File: src/rtl/mips_pkg.sv
// Shared constants for the multi-cycle MIPS datapath and its controller:
// opcodes, ALU operation codes, mux select encodings and the FSM state encoding.
package mips_pkg;

    localparam logic [5:0] OP_R    = 6'h00;
    localparam logic [5:0] OP_J    = 6'h02;
    localparam logic [5:0] OP_BEQ  = 6'h04;
    localparam logic [5:0] OP_BNE  = 6'h05;
    localparam logic [5:0] OP_ADDI = 6'h08;
    localparam logic [5:0] OP_ANDI = 6'h0C;
    localparam logic [5:0] OP_ORI  = 6'h0D;
    localparam logic [5:0] OP_LUI  = 6'h0F;
    localparam logic [5:0] OP_LW   = 6'h23;
    localparam logic [5:0] OP_SW   = 6'h2B;

    localparam logic [2:0] ALU_ADD   = 3'b000;
    localparam logic [2:0] ALU_OR    = 3'b001;
    localparam logic [2:0] ALU_LUI   = 3'b010;
    localparam logic [2:0] ALU_AND   = 3'b011;
    localparam logic [2:0] ALU_SUB   = 3'b100;
    localparam logic [2:0] ALU_FUNCT = 3'b111;

    localparam logic [1:0] SRCB_B       = 2'b00;
    localparam logic [1:0] SRCB_FOUR    = 2'b01;
    localparam logic [1:0] SRCB_IMM     = 2'b10;
    localparam logic [1:0] SRCB_IMM_SL2 = 2'b11;

    localparam logic [1:0] PCSRC_ALU    = 2'b00;
    localparam logic [1:0] PCSRC_ALUOUT = 2'b01;
    localparam logic [1:0] PCSRC_JUMP   = 2'b10;

    localparam logic [3:0] S_INIT      = 4'd0;
    localparam logic [3:0] S_FETCH     = 4'd1;
    localparam logic [3:0] S_DECODE    = 4'd2;
    localparam logic [3:0] S_MEM_ADDR  = 4'd3;
    localparam logic [3:0] S_MEM_READ  = 4'd4;
    localparam logic [3:0] S_MEM_WB    = 4'd5;
    localparam logic [3:0] S_MEM_WRITE = 4'd6;
    localparam logic [3:0] S_R_EXEC    = 4'd7;
    localparam logic [3:0] S_R_WB      = 4'd8;
    localparam logic [3:0] S_I_EXEC    = 4'd9;
    localparam logic [3:0] S_I_WB      = 4'd10;
    localparam logic [3:0] S_BRANCH    = 4'd11;
    localparam logic [3:0] S_JUMP      = 4'd12;

endpackage

File: src/rtl/imm_aluop_decode.sv
// Maps an I-type opcode to the ALU operation used in the I_EXEC state.
module imm_aluop_decode
    import mips_pkg::*;
(
    input  logic [5:0] OP,
    output logic [2:0] ALUOp
);

    always_comb begin
        case (OP)
            OP_ANDI: ALUOp = ALU_AND;
            OP_ORI:  ALUOp = ALU_OR;
            OP_LUI:  ALUOp = ALU_LUI;
            default: ALUOp = ALU_ADD;
        endcase
    end

endmodule

File: src/rtl/multicycle_control.sv
// Multi-cycle MIPS sequencing FSM: steps each instruction through fetch,
// decode, execute, memory and write-back, stalling on MemReady.
module multicycle_control
    import mips_pkg::*;
(
    input  logic       clk,
    input  logic       reset,
    input  logic [5:0] OP,
    input  logic       Zero,
    input  logic       MemReady,
    output logic       PCWrite,
    output logic       PCWriteCondEQ,
    output logic       PCWriteCondNE,
    output logic       IorD,
    output logic       MemRead,
    output logic       MemWrite,
    output logic       IRWrite,
    output logic       MemtoReg,
    output logic       RegDst,
    output logic       RegWrite,
    output logic       ALUSrcA,
    output logic [1:0] ALUSrcB,
    output logic [1:0] PCSource,
    output logic [2:0] ALUOp,
    output logic       IllegalOp,
    output logic [3:0] State
);

    logic [3:0] r_state;
    logic       r_run;
    logic [3:0] w_next;
    logic [2:0] w_imm_aluop;
    logic       w_unused_zero;

    // Branch resolution lives in the datapath; the flag is accepted but not used here.
    assign w_unused_zero = Zero;
    assign State         = r_state;

    imm_aluop_decode u_imm_aluop_decode (
        .OP    (OP),
        .ALUOp (w_imm_aluop)
    );

    // r_run delays the INIT->FETCH step by one edge so INIT spans a full cycle after release.
    // NOTE: state flops use non-blocking assignments so every flop samples pre-edge values.
    always_ff @(posedge clk or negedge reset) begin
        if (!reset) begin
            r_state <= S_INIT;
            r_run   <= 1'b0;
        end else begin
            r_state <= w_next;
            r_run   <= 1'b1;
        end
    end

    // NOTE: every output gets a default first so no path through the case infers a latch.
    always_comb begin
        w_next        = r_state;
        PCWrite       = 1'b0;
        PCWriteCondEQ = 1'b0;
        PCWriteCondNE = 1'b0;
        IorD          = 1'b0;
        MemRead       = 1'b0;
        MemWrite      = 1'b0;
        IRWrite       = 1'b0;
        MemtoReg      = 1'b0;
        RegDst        = 1'b0;
        RegWrite      = 1'b0;
        ALUSrcA       = 1'b0;
        ALUSrcB       = SRCB_B;
        PCSource      = PCSRC_ALU;
        ALUOp         = ALU_ADD;
        IllegalOp     = 1'b0;

        case (r_state)
            S_INIT: begin
                if (r_run) w_next = S_FETCH;
            end
            S_FETCH: begin
                MemRead = 1'b1;
                ALUSrcB = SRCB_FOUR;
                if (MemReady) begin
                    IRWrite = 1'b1;
                    PCWrite = 1'b1;
                    w_next  = S_DECODE;
                end
            end
            S_DECODE: begin
                ALUSrcB = SRCB_IMM_SL2;
                case (OP)
                    OP_LW, OP_SW:                     w_next = S_MEM_ADDR;
                    OP_R:                             w_next = S_R_EXEC;
                    OP_ADDI, OP_ANDI, OP_ORI, OP_LUI: w_next = S_I_EXEC;
                    OP_BEQ, OP_BNE:                   w_next = S_BRANCH;
                    OP_J:                             w_next = S_JUMP;
                    default: begin
                        IllegalOp = 1'b1;
                        w_next    = S_FETCH;
                    end
                endcase
            end
            S_MEM_ADDR: begin
                ALUSrcA = 1'b1;
                ALUSrcB = SRCB_IMM;
                w_next  = (OP == OP_LW) ? S_MEM_READ : S_MEM_WRITE;
            end
            S_MEM_READ: begin
                MemRead = 1'b1;
                IorD    = 1'b1;
                if (MemReady) w_next = S_MEM_WB;
            end
            S_MEM_WB: begin
                RegWrite = 1'b1;
                MemtoReg = 1'b1;
                w_next   = S_FETCH;
            end
            S_MEM_WRITE: begin
                MemWrite = 1'b1;
                IorD     = 1'b1;
                if (MemReady) w_next = S_FETCH;
            end
            S_R_EXEC: begin
                ALUSrcA = 1'b1;
                ALUOp   = ALU_FUNCT;
                w_next  = S_R_WB;
            end
            S_R_WB: begin
                RegWrite = 1'b1;
                RegDst   = 1'b1;
                w_next   = S_FETCH;
            end
            S_I_EXEC: begin
                ALUSrcA = 1'b1;
                ALUSrcB = SRCB_IMM;
                ALUOp   = w_imm_aluop;
                w_next  = S_I_WB;
            end
            S_I_WB: begin
                RegWrite = 1'b1;
                w_next   = S_FETCH;
            end
            S_BRANCH: begin
                ALUSrcA       = 1'b1;
                ALUOp         = ALU_SUB;
                PCSource      = PCSRC_ALUOUT;
                PCWriteCondEQ = (OP == OP_BEQ);
                PCWriteCondNE = (OP == OP_BNE);
                w_next        = S_FETCH;
            end
            S_JUMP: begin
                PCWrite  = 1'b1;
                PCSource = PCSRC_JUMP;
                w_next   = S_FETCH;
            end
            default: w_next = S_INIT;
        endcase
    end

endmodule

File: config.mk
export PLATFORM = sky130hd
export DESIGN_NAME = multicycle_control
export DESIGN_NICKNAME = d
export VERILOG_FILES = /design/src/rtl/mips_pkg.sv /design/src/rtl/imm_aluop_decode.sv /design/src/rtl/multicycle_control.sv
export SDC_FILE = /design/constraint.sdc
export NUM_CORES = 1
export LEC_CHECK = 0
export CORE_ASPECT_RATIO = 0.7
export CORE_UTILIZATION = 37
export DETAILED_ROUTE_END_ITERATION = 8
export PLACE_DENSITY = 0.8
export SLEW_MARGIN = 20
export SYNTH_ARGS = -nofsm -noshare
export SYNTH_HDL_FRONTEND = slang
export SYNTH_SLANG_ARGS = --single-unit
File: constraint.sdc
create_clock -name clk -period 1.3 [get_ports clk]
set_input_delay 0.26 -clock clk [delete_from_list [all_inputs] [get_ports clk]]
set_output_delay 0.26 -clock clk [all_outputs]
set_load 0.005 [all_outputs]
==> impl_metrics.toml, run 1 <==
[clock_tree]
cts_hold_buf = 0
ctsHtreeMaxLevel = 1
numCtsBuffers = 3
cts.sink_count = 5
clockRootBuffer = "clkbuf_4"
clk_path_buf_depth = 2

[timing]
grt-worst-endpoint = "ALUOp[0]"
worst-endpoint-pin-kind = "top-level output"

[placement]
dp_slack_ps = -1030
io_buffers = 31
finalWeightedCongestion = 0.863
dp_hpwl_mm = 1.86
dp.cells = 176

[grt]
grt_max_degree = 9

[floorplan]
start_util_pct = 42.5
rows = 12
die_y_um = 38.9
fp.dieW_um = 54.8
io_pins = 33

[run_status]
error = "[ERROR DPL-0038] Utilization greater than 100%, impossible to legalize"
lastStage = "5_1_grt"
status = "stopped before the end"

[yosys]
synth_area_um2 = 721
synth_flop_cell = "dfrtp_1"
netlist_instances = 105
synth-edff-count = 0
yosysSeqAreaShare_pct = 17.4
async_flop_share_pct = 100
syn_area_per_cell_um2 = 6.86
ys_seq_elements = 5
synth_cell_types = 40
synthesis.nets = 115
ys_warn_count = 0
## timing repair
action,4_1_cts
pin swaps,29
setup endpoints to repair,27
setup buffers,22
hold endpoints to repair,0
resized for setup,168
## logic make-up after synthesis
group	Yosys count	share of synthesized area (%)
muxes	1	1.39
DFF	5	17.4
xor gates and xnor gates	2	2.43
and+or+nand+nor	57	44.4
other	1	0.520
AOI/OAI and AO/OA	29	25.3
buffers and inverters	10	8.51
## Yosys cell counts, drive strengths merged, types with 3 or more instances
library cell	number	area (um2)
a21oi	6	30.0
nor3	3	20.0
o21a	3	22.5
dfrtp	5	125
buf	8	53.8
a21boi	3	22.5
nor2	14	52.6
o21ai	8	40.0
nor3b	4	30.0
nor2b	5	38.8
nand2	7	26.3
nand2b	10	62.6
nand3	3	15.0
## stage by stage
step | TNS [ps] | hold slack (ps) | cell area, um2
3_3_place_gp | -11660 | 483 | 1210
2_1_floorplan | -458 | -35.6 | 737
4_1_cts | -6550 | 240 | 1560
3_5_place_dp | -12600 | 493 | 1210
==> inputs of run 2 (changes only) <==
Settings changed: CORE_AREA set to 2 2 63 65, CORE_ASPECT_RATIO 0.7 to unset, CORE_UTILIZATION 37 to unset, DIE_AREA set to 0 0 65 67, PLACE_DENSITY 0.8 to unset, PLACE_DENSITY_LB_ADDON set to 0.15.
Clock period 1.3 ns to 1.69 ns, I/O delays scaled along.
==> run 2 against run 1 <==
The flow now finishes, with violations (negative setup slack). Synthesized area stayed put. Synthesized cell count did not move.
==> impl_metrics.toml, run 2 <==
[yosys]
synth_area_leaders = "dfrtp_1 (17%), nand2b_1 (8.7%), nor2_1 (7.3%)"
synth-edff-count = 0
yosysSeqAreaShare_pct = 17.4
yosysMostFrequentCell = "nor2_1"
yosysTopAreaCell = "dfrtp_1"
synthesis.nets = 115
synth_flop_cell = "dfrtp_1"
synth_common_cells = "nor2_1 (14), nand2b_1 (10), nand2_1 (7), o21ai_0 (7), a21oi_1 (6)"
async_flop_share_pct = 100
post-synth-top-area-fraction_pct = 17.4
synth_cell_types = 40
ys_warn_count = 0
netlist_instances = 105
ys_seq_elements = 5
syn_area_per_cell_um2 = 6.86
synth_area_um2 = 721

[power_and_ir_drop]
powerDensity_nw_per_um2 = 1550
p_seq_share_pct = 8.8
cellLeakagePower_nw = 0.740
switching_share_pct = 39.1
power_frac_clock_pct = 9.2
p_int_mw = 1.43
pwr-share-comb_pct = 82.0
p_total_mw = 2.35
p_switching_mw = 0.920
ir_worst_vdd_mv = 0.433

[timing]
setup_viol = 12
period_needed_ps = 1890
hold_viol = 0
fin_setup_tns_ps = -1040
fin_worst_skew_ps = 0.208
fmax_mhz = 529
grt_setup_unrepaired = "yes"
post-route-period-util_pct = 112
drv_slew = 0
setup_slack_ps = -200

[floorplan]
die_area_um2 = 4360
die_y_um = 67
fp.dieW_um = 65
coreArea_um2 = 3610
rows = 22
io_pins = 33
start_util_pct = 20.0

[grt]
grt_remaining_overflow = 0
track_usage_pct = 11.9
grt_pass1_wl_mm = 4.11
antenna_found_initial = 0
grt_pass1_vias = 940
grt_max_degree = 17

[placement]
finalWeightedCongestion = 0.833
io_buffers = 31
dp_hpwl_mm = 1.97
dp.cells = 204

[final_layout]
final_common_cell = "buf_4"
final_util_pct = 42.1
area_growth_pct = 111
num-nets-final = 192
post_layout_nonfiller_instances = 229
drive_above_1_share_pct = 55.8
multi_input_area_um2 = 657
mostFrequentLayoutCells = "buf_4 (39), buf_2 (16), buf_6 (10)"
largest_reg_flops = 4
final-seq-area_um2 = 125
n_antenna_cell = 0
n_fill_cell = 369

[clock_tree]
ctsHtreeMaxLevel = 1
cts.sink_count = 5
clockRootBuffer = "clkbuf_8"
numCtsBuffers = 3
insertion_delay_ps = 220
clk_path_buf_depth = 2
clk_pin_slew_worst_paths_ps = 30
tritoncts = "built"

[detailed_routing]
drt_iter0_markers = 26
drtPass1Iterations = 4
route.detailed.drc = 0
drtAntennaViolNets = 0
vias_per_cell = 4.52
wl_mm = 2.67
via_count = 1035
routedWlPerCell_um = 11.7

[critical_path]
crit_fanout = 2
worst-setup-path-type = "reg2out"
crit_path_max_incr_delay_ps = 420
crit_required_ps = 1350
critPathCaptureType = "output port"
worstPathCellList = "buf_6 > nor2b_4 > nand3_2 > or4_4 > nor2_1 > buf_2"
crit_arrival_ps = 1550
start_kind = "flip-flop"
cpMaxStageDelayCell = "or4_4"

[flow_run]
maxCapViolCount = 0

[run_status]
violations = "negative setup slack"
status = "finished with violations"

[worst_hold_path]
holdCritPathClass = "in2async"
[run 2: cell counts after synthesis]
No cell type changed its count.
[run 2: logic make-up (layout without fill, tap and decap cells)]
kind of cell / count (synthesis) / after routing / synth area share [%]
AO/OA/AOI/OAI: 29 / 29 / 25.3
XOR/XNOR: 2 / 2 / 2.43
buffers and inverters: 10 / 86 / 8.51
flip-flops: 5 / 5 / 17.4
multiplexers: 1 / 1 / 1.39
other: 1 / 1 / 0.520
AND/OR/NAND/NOR: 57 / 57 / 44.4
[run 2: path summary, 6_finish.rpt]
path / start / to / slack [ps] / cells after the start
worst min register to register: r_run / State[0] / 650 / 3
min in group clk: OP[1] / State[1] / 640 / 5
worst max-delay path: State[2] / PCWriteCondEQ / -200 / 6
worst max register to register: State[0] / State[1] / 0 / 9
worst min-delay path: reset / State[2] / 340 / 1
max in group asynchronous: reset / State[0] / 1180 / 1
[run 2: layout make-up]
type | count | share of cell area, %
flip-flops and latches | 5 | 8.24
multi-input cells | 90 | 43.2
repair buffers | 81 | 41.4
inverters | 1 | 0.247
well taps | 48 | 3.95
clock buffers | 4 | 2.97
[run 2: power groups by stage]
stage | Combinational, mW | Clock [mW] | Sequential (mW)
global route | 2.10 | 0.231 | 0.209
global placement | 1.50 | 0 | 0.210
detailed placement | 1.50 | 0 | 0.208
finish | 1.93 | 0.216 | 0.207
floorplan | 0.719 | 0 | 0.212
CTS | 1.81 | 0.221 | 0.205
[run 2: per-layer routing]
metal / global-route usage (%) / up-vias / part of all wire, %
li1: - / 523 / -
met1: 14.5 / 486 / 44
met2: 22.0 / 26 / 53
met3: 0.676 / 0 / 3.4
met4: 4.26 / 0 / 0
met5: 0 / - / 0
[run 2: what timing repair did]
| action | in CTS | in global routing |
|---|---|---|
| pin swaps | 14 | 10 |
| resized for setup | 106 | 29 |
| cloned | 0 | 0 |
| buffers inserted | 16 | 5 |
| hold buffers | 0 | 0 |
| setup endpoints to repair | 22 | 18 |
[run 2: metrics by stage]
step	setup slack, ps	instance area, um2	hold WS [ps]
after floorplan	101	721	42.4
after global placement	-723	1250	568
after detailed placement	-738	1250	572
after CTS	-297	1480	342
after global routing	-280	1520	346
final	-200	1520	336
[run 2: critical path, delay by kind of cell, from the launching register on]
family                 cells  cell delay (ps)
buffers and inverters      2              230
flip-flops                 1              380
AND/OR/NAND/NOR            4              710
Power figures use the tool's default switching activity.
